===== src/rtl/io_loader_if.sv =====
// Load-request, source-stream and bank-write signals of the io_loader.
interface io_loader_if #(
    parameter int unsigned AW = 5,
    parameter int unsigned DW = 8
);
    logic          start;
    logic [AW-1:0] base_addr;
    logic [AW:0]   len;
    logic          abort;
    logic          in_valid;
    logic [DW-1:0] in_data;
    logic          in_ready;
    logic          we;
    logic [AW-1:0] addr;
    logic [DW-1:0] data_o;
    logic          busy;
    logic          done;
    logic [AW:0]   count;

    // Requester/source side.
    modport master (
        output start, base_addr, len, abort, in_valid, in_data,
        input  in_ready, we, addr, data_o, busy, done, count
    );

    // Loader side.
    modport slave (
        input  start, base_addr, len, abort, in_valid, in_data,
        output in_ready, we, addr, data_o, busy, done, count
    );
endinterface


===== src/rtl/io_loader.sv =====
// Streams len source bytes into consecutive byte slots of a register bank,
// starting at base_addr and wrapping modulo NBYTES.
module io_loader #(
    parameter int unsigned NBYTES = 32,
    parameter int unsigned AW     = 5,
    parameter int unsigned DW     = 8
) (
    input  logic        clk,
    input  logic        rst,
    io_loader_if.slave  bus
);
    localparam logic [AW:0] NBytesW = (AW+1)'(NBYTES);
    localparam logic [AW:0] OneW    = (AW+1)'(1);

    typedef enum logic [1:0] {StIdle, StLoad, StFin} state_e;

    state_e        state_q;
    logic [AW-1:0] base_q;
    logic [AW:0]   len_q;
    logic [AW:0]   count_q;
    logic          we_q;
    logic [AW-1:0] addr_q;
    logic [DW-1:0] data_q;

    logic          in_ready;
    logic          accept;
    logic [AW:0]   slot_sum;
    logic [AW-1:0] slot;

    assign in_ready = (state_q == StLoad) && (count_q < len_q);
    assign accept   = bus.in_valid && in_ready;

    // Slot for the byte being accepted: base plus index, wrapped into the bank.
    always_comb begin
        slot_sum = {1'b0, base_q} + count_q;
        if (slot_sum >= NBytesW) begin
            slot_sum = slot_sum - NBytesW;
        end
        slot = slot_sum[AW-1:0];
    end

    // Load FSM with registered write port; abort outranks completion.
    always_ff @(posedge clk or posedge rst) begin
        if (rst) begin
            state_q <= StIdle;
            base_q  <= '0;
            len_q   <= '0;
            count_q <= '0;
            we_q    <= 1'b0;
            addr_q  <= '0;
            data_q  <= '0;
        end else begin
            we_q <= 1'b0;
            case (state_q)
                StIdle: begin
                    if (bus.start) begin
                        base_q  <= bus.base_addr;
                        len_q   <= bus.len;
                        count_q <= '0;
                        state_q <= (bus.len == '0) ? StFin : StLoad;
                    end
                end
                StLoad: begin
                    if (accept) begin
                        we_q    <= 1'b1;
                        addr_q  <= slot;
                        data_q  <= bus.in_data;
                        count_q <= count_q + OneW;
                    end
                    if (bus.abort) begin
                        state_q <= StIdle;
                    end else if (accept && (count_q + OneW == len_q)) begin
                        state_q <= StFin;
                    end
                end
                StFin: begin
                    state_q <= StIdle;
                end
                default: begin
                    state_q <= StIdle;
                end
            endcase
        end
    end

    assign bus.in_ready = in_ready;
    assign bus.we       = we_q;
    assign bus.addr     = addr_q;
    assign bus.data_o   = data_q;
    assign bus.count    = count_q;
    assign bus.busy     = (state_q != StIdle);
    // FIN lasts one cycle and coincides with the final write strobe.
    assign bus.done     = (state_q == StFin);
endmodule


===== src/flat_wrapper.sv =====
// flat-port wrapper written by rule: the top's interface ports become plain ports
module io_loader_flat 
#(
    parameter int unsigned NBYTES = 32,
    parameter int unsigned AW     = 5,
    parameter int unsigned DW     = 8
)
  (clk, rst, bus_start, bus_base_addr, bus_len, bus_abort, bus_in_valid, bus_in_data, bus_in_ready, bus_we, bus_addr, bus_data_o, bus_busy, bus_done, bus_count);
  io_loader_if #(.AW(AW), .DW(DW)) bus_i ();
  input  logic clk;
  input  logic rst;
  input wire logic [$bits(bus_i.start)-1:0] bus_start;
  input wire logic [$bits(bus_i.base_addr)-1:0] bus_base_addr;
  input wire logic [$bits(bus_i.len)-1:0] bus_len;
  input wire logic [$bits(bus_i.abort)-1:0] bus_abort;
  input wire logic [$bits(bus_i.in_valid)-1:0] bus_in_valid;
  input wire logic [$bits(bus_i.in_data)-1:0] bus_in_data;
  output wire logic [$bits(bus_i.in_ready)-1:0] bus_in_ready;
  output wire logic [$bits(bus_i.we)-1:0] bus_we;
  output wire logic [$bits(bus_i.addr)-1:0] bus_addr;
  output wire logic [$bits(bus_i.data_o)-1:0] bus_data_o;
  output wire logic [$bits(bus_i.busy)-1:0] bus_busy;
  output wire logic [$bits(bus_i.done)-1:0] bus_done;
  output wire logic [$bits(bus_i.count)-1:0] bus_count;
  assign bus_i.start = bus_start;
  assign bus_i.base_addr = bus_base_addr;
  assign bus_i.len = bus_len;
  assign bus_i.abort = bus_abort;
  assign bus_i.in_valid = bus_in_valid;
  assign bus_i.in_data = bus_in_data;
  assign bus_in_ready = bus_i.in_ready;
  assign bus_we = bus_i.we;
  assign bus_addr = bus_i.addr;
  assign bus_data_o = bus_i.data_o;
  assign bus_busy = bus_i.busy;
  assign bus_done = bus_i.done;
  assign bus_count = bus_i.count;
  io_loader #(.NBYTES(NBYTES), .AW(AW), .DW(DW)) u_core (.clk(clk), .rst(rst), .bus(bus_i));
endmodule

===== config.mk =====
export PLATFORM = sky130hd
export DESIGN_NAME = io_loader_flat
export DESIGN_NICKNAME = d
export VERILOG_FILES = /design/src/rtl/io_loader_if.sv /design/src/rtl/io_loader.sv /design/src/flat_wrapper.sv
export SDC_FILE = /design/constraint.sdc
export NUM_CORES = 1
export LEC_CHECK = 0
export ABC_AREA = 1
export CORE_UTILIZATION = 45
export DETAILED_ROUTE_END_ITERATION = 6
export MAX_ROUTING_LAYER = met4
export PLACE_DENSITY = 0.8
export SETUP_SLACK_MARGIN = 0.3
export SYNTH_ARGS = -nofsm -noshare
export SYNTH_HDL_FRONTEND = slang
export SYNTH_SLANG_ARGS = --single-unit

===== constraint.sdc =====
create_clock -name clk -period 1.85 [get_ports clk]
set_input_delay 0.37 -clock clk [delete_from_list [all_inputs] [get_ports clk]]
set_output_delay 0.37 -clock clk [all_outputs]
set_load 0.01 [all_outputs]

## Word level (Yosys, flattened, before mapping)

Cells that the tools add are included.

| word-level totals | value |
|---|---|
| latch bits | 0 |
| memories | 0 |
| input bits | 24 |
| logic and storage cells | 40 |
| RAM bits | 0 |
| ROM bits | 0 |
| bits in registers | 33 |
| output and inout port bits | 23 |

| cells by class | value |
|---|---|
| reduce and logical (&&, ||, !) cells | 11 |
| shifts and indexed selects | 0 |
| $add $sub $neg | 3 |
| multiplexer cells | 11 |
| divide/modulo/power cells | 0 |
| magnitude comparators | 2 |
| equality and inequality tests | 6 |
| bitwise operators | 0 |
| multiply operators | 0 |

Operators by type and width:

| operator | count |
|---|---|
| 2-to-1 mux 6 bit | 2 |
| case mux 6 bit (2 select lines) | 1 |
| 2-to-1 mux 2 bit | 4 |
| adder 5 x 6 -> 6 bit | 1 |
| adder 6 x 1 -> 6 bit (second input constant) | 1 |
| equality test 6 bit | 1 |
| greater-or-equal comparator 6 bit (second input constant) | 1 |
| zero test 6 bit | 1 |
| < comparator 6 bit | 1 |
| AND reduction 2 bit | 3 |
| 2-to-1 mux 5 bit | 1 |
| subtractor 5 x 1 -> 5 bit (second input constant) | 1 |
| case mux 2 bit (2 select lines) | 1 |
| nonzero test 2 bit | 2 |
| logical AND 1 bit | 3 |
| inequality test 3 bit (second input constant) | 1 |
| AND reduction 3 bit | 1 |
| equality test 2 x 1 -> 1 bit (second input constant) | 1 |
| equality test 2 bit (second input constant) | 1 |
| zero test 2 bit | 1 |
| 2-to-1 mux 1 bit | 2 |
| inequality test 2 x 1 -> 1 bit (second input constant) | 1 |
| inequality test 2 bit (second input constant) | 1 |

## Longest topological paths before layout

| logic depth | value |
|---|---|
| depth after elaboration | 7 |
| gate-level depth with buffers | 11 |
| depth with buffers taken out | 11 |

## Least setup slack after synthesis

Ideal clock, no wire load.

| timing path | value |
|---|---|
| path type | flip-flop to flip-flop |
| start point | register u_core.count_q[0], in the netlist u_core.bus.count[0] |
| end point | register u_core.addr_q[4], in the netlist u_core.bus.addr[4] |
| stages on the path, launching flop included | 7 |
| slack | 0.219 ns |
| arrival time | 1.513 ns |
| buffers on the path | 0 |
| data required time | 1.731 ns |
| clock period less this slack | 1.631 ns |
| library setup time | 0.119 ns |
| cells stage by stage | dfrtp_1 -> ha_1 -> inv_1 -> fa_1 -> o21ai_0 -> xor2_1 -> o21ai_2 |

| on the way | value |
|---|---|
| word-level cells in the longest chain between the ends | 4 |
| elaborated cells on any way between the ends | 8 |
| classes of those cells | add/sub: 2; order compare: 2; mux: 1; reduce/logical: 3 |

RTL lines:

| what | line | RTL |
|---|---|---|
| from (decl) | io_loader.sv:20 | `logic [AW:0] count_q;` |
| from (signal assigned) | io_loader.sv:68 | `count_q <= count_q + OneW;` |
| branches (longest 4 deep; another with adder 5 x 6 -> 6 bit) | - |  |
| to (signal assigned) | io_loader.sv:66 | `addr_q <= slot;` |
| to (decl) | io_loader.sv:22 | `logic [AW-1:0] addr_q;` |

Parallel ways; which one is timed is not known.
A chain may end at the register's enable or synchronous reset.

## Worst setup path in the final report

| timing path | value |
|---|---|
| start point | register u_core.len_q[4] |
| end point | output bus_in_ready |

| on the way | value |
|---|---|
| word-level cells in the longest chain between the ends | 2 |

RTL lines:

| what | line | RTL |
|---|---|---|
| from (decl) | io_loader.sv:19 | `logic [AW:0] len_q;` |
| from (signal assigned) | io_loader.sv:58 | `len_q <= bus.len;` |
| < comparator 6 bit | io_loader.sv:30 | `assign in_ready = (state_q == StLoad) && (count_q < len_q);` |
| logical AND 1 bit | io_loader.sv:30 |  |
| to (decl) | flat_wrapper.sv:18 | `output wire logic [$bits(bus_i.in_ready)-1:0] bus_in_ready;` |

No other way between the ends.

==> metrics.md <==
| Metric | Value |
|---|---|
| Status | `finished, violations left` |
| Failing checks | `negative setup slack` |
| Required time worst endpoint | `1.48 ns` |
| Total CTS buffers | `5` |
| Inserted Diodes | `0` |
| Largest net degree at the start of global routing | `34` |
| Later-pin clock latency in the skew report | `0.29 ns` |
| H-tree depth | `2` |
| Final min period | `1.87 ns` |
| Setup TNS Final | `-0.0185 ns` |
| Crit end category | `primary output` |
| Final period util | `1.01` |
| Clk slew on worst S/H paths | `0.07 ns` |
| Finished layout cell area | `2860 um2` |
| Unrepaired setup endpoints after global routing | `true` |
| Post-Route WL | `4870 um` |
| Yosys warnings | `0` |
| Die Height | `67.0 um` |
| Synth cell types | `31` |
| Synth-to-layout area growth | `50.5%` |
| Max Slew Vio Count | `0` |
| Antenna Nets Post-Route | `0` |
| Clock Skews | `0.00492 ns` |
| F_max | `535 MHz` |
| Antenna violations before repair | `0` |
| GRT Resource Usage Total | `0.255` |
| Placed Instances | `330` |
| VDD IR max | `804 uV` |
| First drt pass iteration count | `4` |
| Top Ports | `47` |
| Num Clock Sinks | `33` |
| Syn_nets | `255` |
| Syn avg cell area | `8.67 um2` |
| Port bufs | `46` |
| Clock Tree Root | `clkbuf_8` |
| Synthesized flop and latch total | `33` |
| Routed vias/inst | `4.97` |
| FP Rows | `23` |
| Global-route wire length before repair | `8110 um` |
| CTS tree | `done` |
| Slew at the pin closest to its max-slew limit | `0.435 ns` |
| Count of endpoints failing hold in the final timing report | `0` |
| Share of cells above drive strength 1 | `0.320` |
| Util after Layout | `0.710` |
| # setup viols final | `1` |
| Via count | `1740` |
| Post-Syn Instances | `219` |
| Seq/Total Area, Yosys | `0.435` |
| Wire per inst | `13.9 um` |
| Max Cap Viol | `0` |
| Crit Path Category | `flop to primary output` |
| Peak fanout along the critical path | `2` |
| Die Wd | `67.0 um` |
| Pleak | `1.42 nW` |
| Grt ovf | `0` |
| Fin nets | `335` |
| Cell Area, Synth | `1900 um2` |
| Core area | `4030 um2` |
| Slew margin rel. | `0.710` |
| Power Total | `4.25 mW` |
| Placer congestion estimate | `0.889` |
| Vias in the first global route | `1729` |
| Final setup margin | `-0.0185 ns` |
| DRC | `0` |
| Die area | `4480 um2` |
| Power Dens Cells | `1490 nW/um2` |
| Fill cell count | `284` |
| Starting density of the core | `0.471` |
| Type of origin of the critical path | `flop` |
| Area after DPL | `2540 um2` |
| Worst min-delay path class | `primary input to async pin` |
| Post-Layout Cell Count | `350` |
| DRC marker count from the first detailed-route iteration | `81` |
| Worst EP arrival | `1.50 ns` |
| Longest Clk Path Bufs | `2` |
| Dpl hpwl | `3210 um` |
## critical path, stage by stage (launching register included)
cell	delay, ns
dfrtp_1	0.34
inv_1	0.09
ha_4	0.29
nand2_4	0.07
nor2_4	0.12
o21ai_2	0.07
nand2_1	0.07
inv_1	0.03
buf_2	0.12
## metal layers
| metal | vias up | part of all wire | track usage |
|---|---|---|---|
| met5 | - | 0 | - |
| met3 | 13 | 0.046 | 0.0599 |
| li1 | 860 | - | - |
| met4 | 0 | 0.026 | 0.0878 |
| met1 | 813 | 0.42 | 0.309 |
| met2 | 54 | 0.51 | 0.415 |
## registers in the layout, indices dropped and copies added (netlist names)
| register | flops |
|---|---|
| u_core.bus.addr | 5 |
| u_core.bus.count | 6 |
| u_core.state_q | 2 |
| u_core.bus.data_o | 8 |
| u_core.len_q | 6 |
| u_core.bus.we | 1 |
| u_core.base_q | 5 |
## what timing repair did
item | CTS | global route
resized for setup | 49 | 13
endpoints found under the setup margin | 40 | 30
buffers inserted | 7 | 2
cloned | 3 | 0
pin swaps | 8 | 7
hold buffers | 0 | 0
## worst paths after layout
check,depth (start not counted),start,slack [ns],end
max reg2reg,11,u_core.len_q[4],0.04,u_core.state_q[0]
min in group clk,2,u_core.bus.addr[3],0.48,u_core.bus.addr[3]
min reg2reg,2,u_core.bus.addr[3],0.48,u_core.bus.addr[3]
min,3,rst,0.47,u_core.bus.data_o[0]
max,8,u_core.len_q[4],-0.02,bus_in_ready
max in group asynchronous,3,rst,1.04,u_core.bus.count[1]
## power by group
part	leakage, nW	total (mW)	switching, mW	internal [mW]
Combinational	0.951	2.35	1.28	1.07
Sequential	0.412	1.20	0.183	1.02
Clock	0.0585	0.701	0.262	0.439
Total	1.42	4.25	1.72	2.53
## cell usage after synthesis
| master | instances | share of area |
|---|---|---|
| o21ai_0 | 8 | 0.021 |
| o22ai_2 | 3 | 0.020 |
| inv_1 | 21 | 0.042 |
| nand3_4 | 1 | 0.0092 |
| nor3_1 | 1 | 0.0026 |
| nor2_2 | 1 | 0.0033 |
| dfrtp_1 | 33 | 0.43 |
| buf_6 | 2 | 0.012 |
| nand2_2 | 10 | 0.033 |
| nor2_1 | 12 | 0.024 |
| nor2_4 | 5 | 0.030 |
| o21ai_1 | 1 | 0.0026 |
| nand4_1 | 3 | 0.0099 |
| xor2_1 | 2 | 0.0092 |
| inv_4 | 1 | 0.0033 |
| and2_1 | 1 | 0.0033 |
| nand2_1 | 67 | 0.13 |
| nand3b_1 | 1 | 0.0040 |
| a21oi_1 | 4 | 0.011 |
| nand3_2 | 2 | 0.011 |
| o21ai_2 | 6 | 0.028 |
| xnor2_1 | 2 | 0.0092 |
| buf_12 | 1 | 0.011 |
| o22ai_1 | 1 | 0.0033 |
| inv_2 | 4 | 0.0079 |
| buf_2 | 1 | 0.0026 |
| a21oi_2 | 1 | 0.0046 |
| fa_1 | 1 | 0.011 |
| nand2_4 | 1 | 0.0059 |
| ha_1 | 11 | 0.072 |
| nand3_1 | 11 | 0.029 |
## cells by family after synthesis
group	Yosys count	synth area share
compound gates	24	0.0896
xor+xnor	4	0.0184
fa+ha+maj	12	0.0830
buf+inv	30	0.0777
flops	33	0.435
simple gates	116	0.296
## layout make-up
class / instances / area, um2 / area share
repair inverters: 1 / 8.76 / 0.00306
clock buffers: 7 / 86.3 / 0.0302
repair buffers: 75 / 674 / 0.236
inverters: 26 / 105 / 0.0368
well taps: 50 / 62.6 / 0.0219
flip-flops and latches: 33 / 832 / 0.291
multi-input cells: 157 / 1060 / 0.371
clock inverters: 1 / 30.0 / 0.0105
## cell usage in the layout (no fill, tap or decap), drive strengths merged, types with 8 or more instances in the layout
master,count
dlygate4sd2,14
nand3,15
ha,11
nand2,78
inv,27
dfrtp,33
clkbuf,8
o21ai,15
nor2,18
buf,31
clkdlybuf4s50,24
## metrics by stage
| stage | hold WS [ns] | setup WS (ns) |
|---|---|---|
| after floorplan | 0.446 | 0.304 |
| after global placement | 0.463 | -0.103 |
| after detailed placement | 0.470 | -0.151 |
| after CTS | 0.481 | -0.00279 |
| after global routing | 0.497 | -0.0729 |
| final | 0.470 | -0.0185 |
Note: power is estimated with default switching activity, not from simulation.
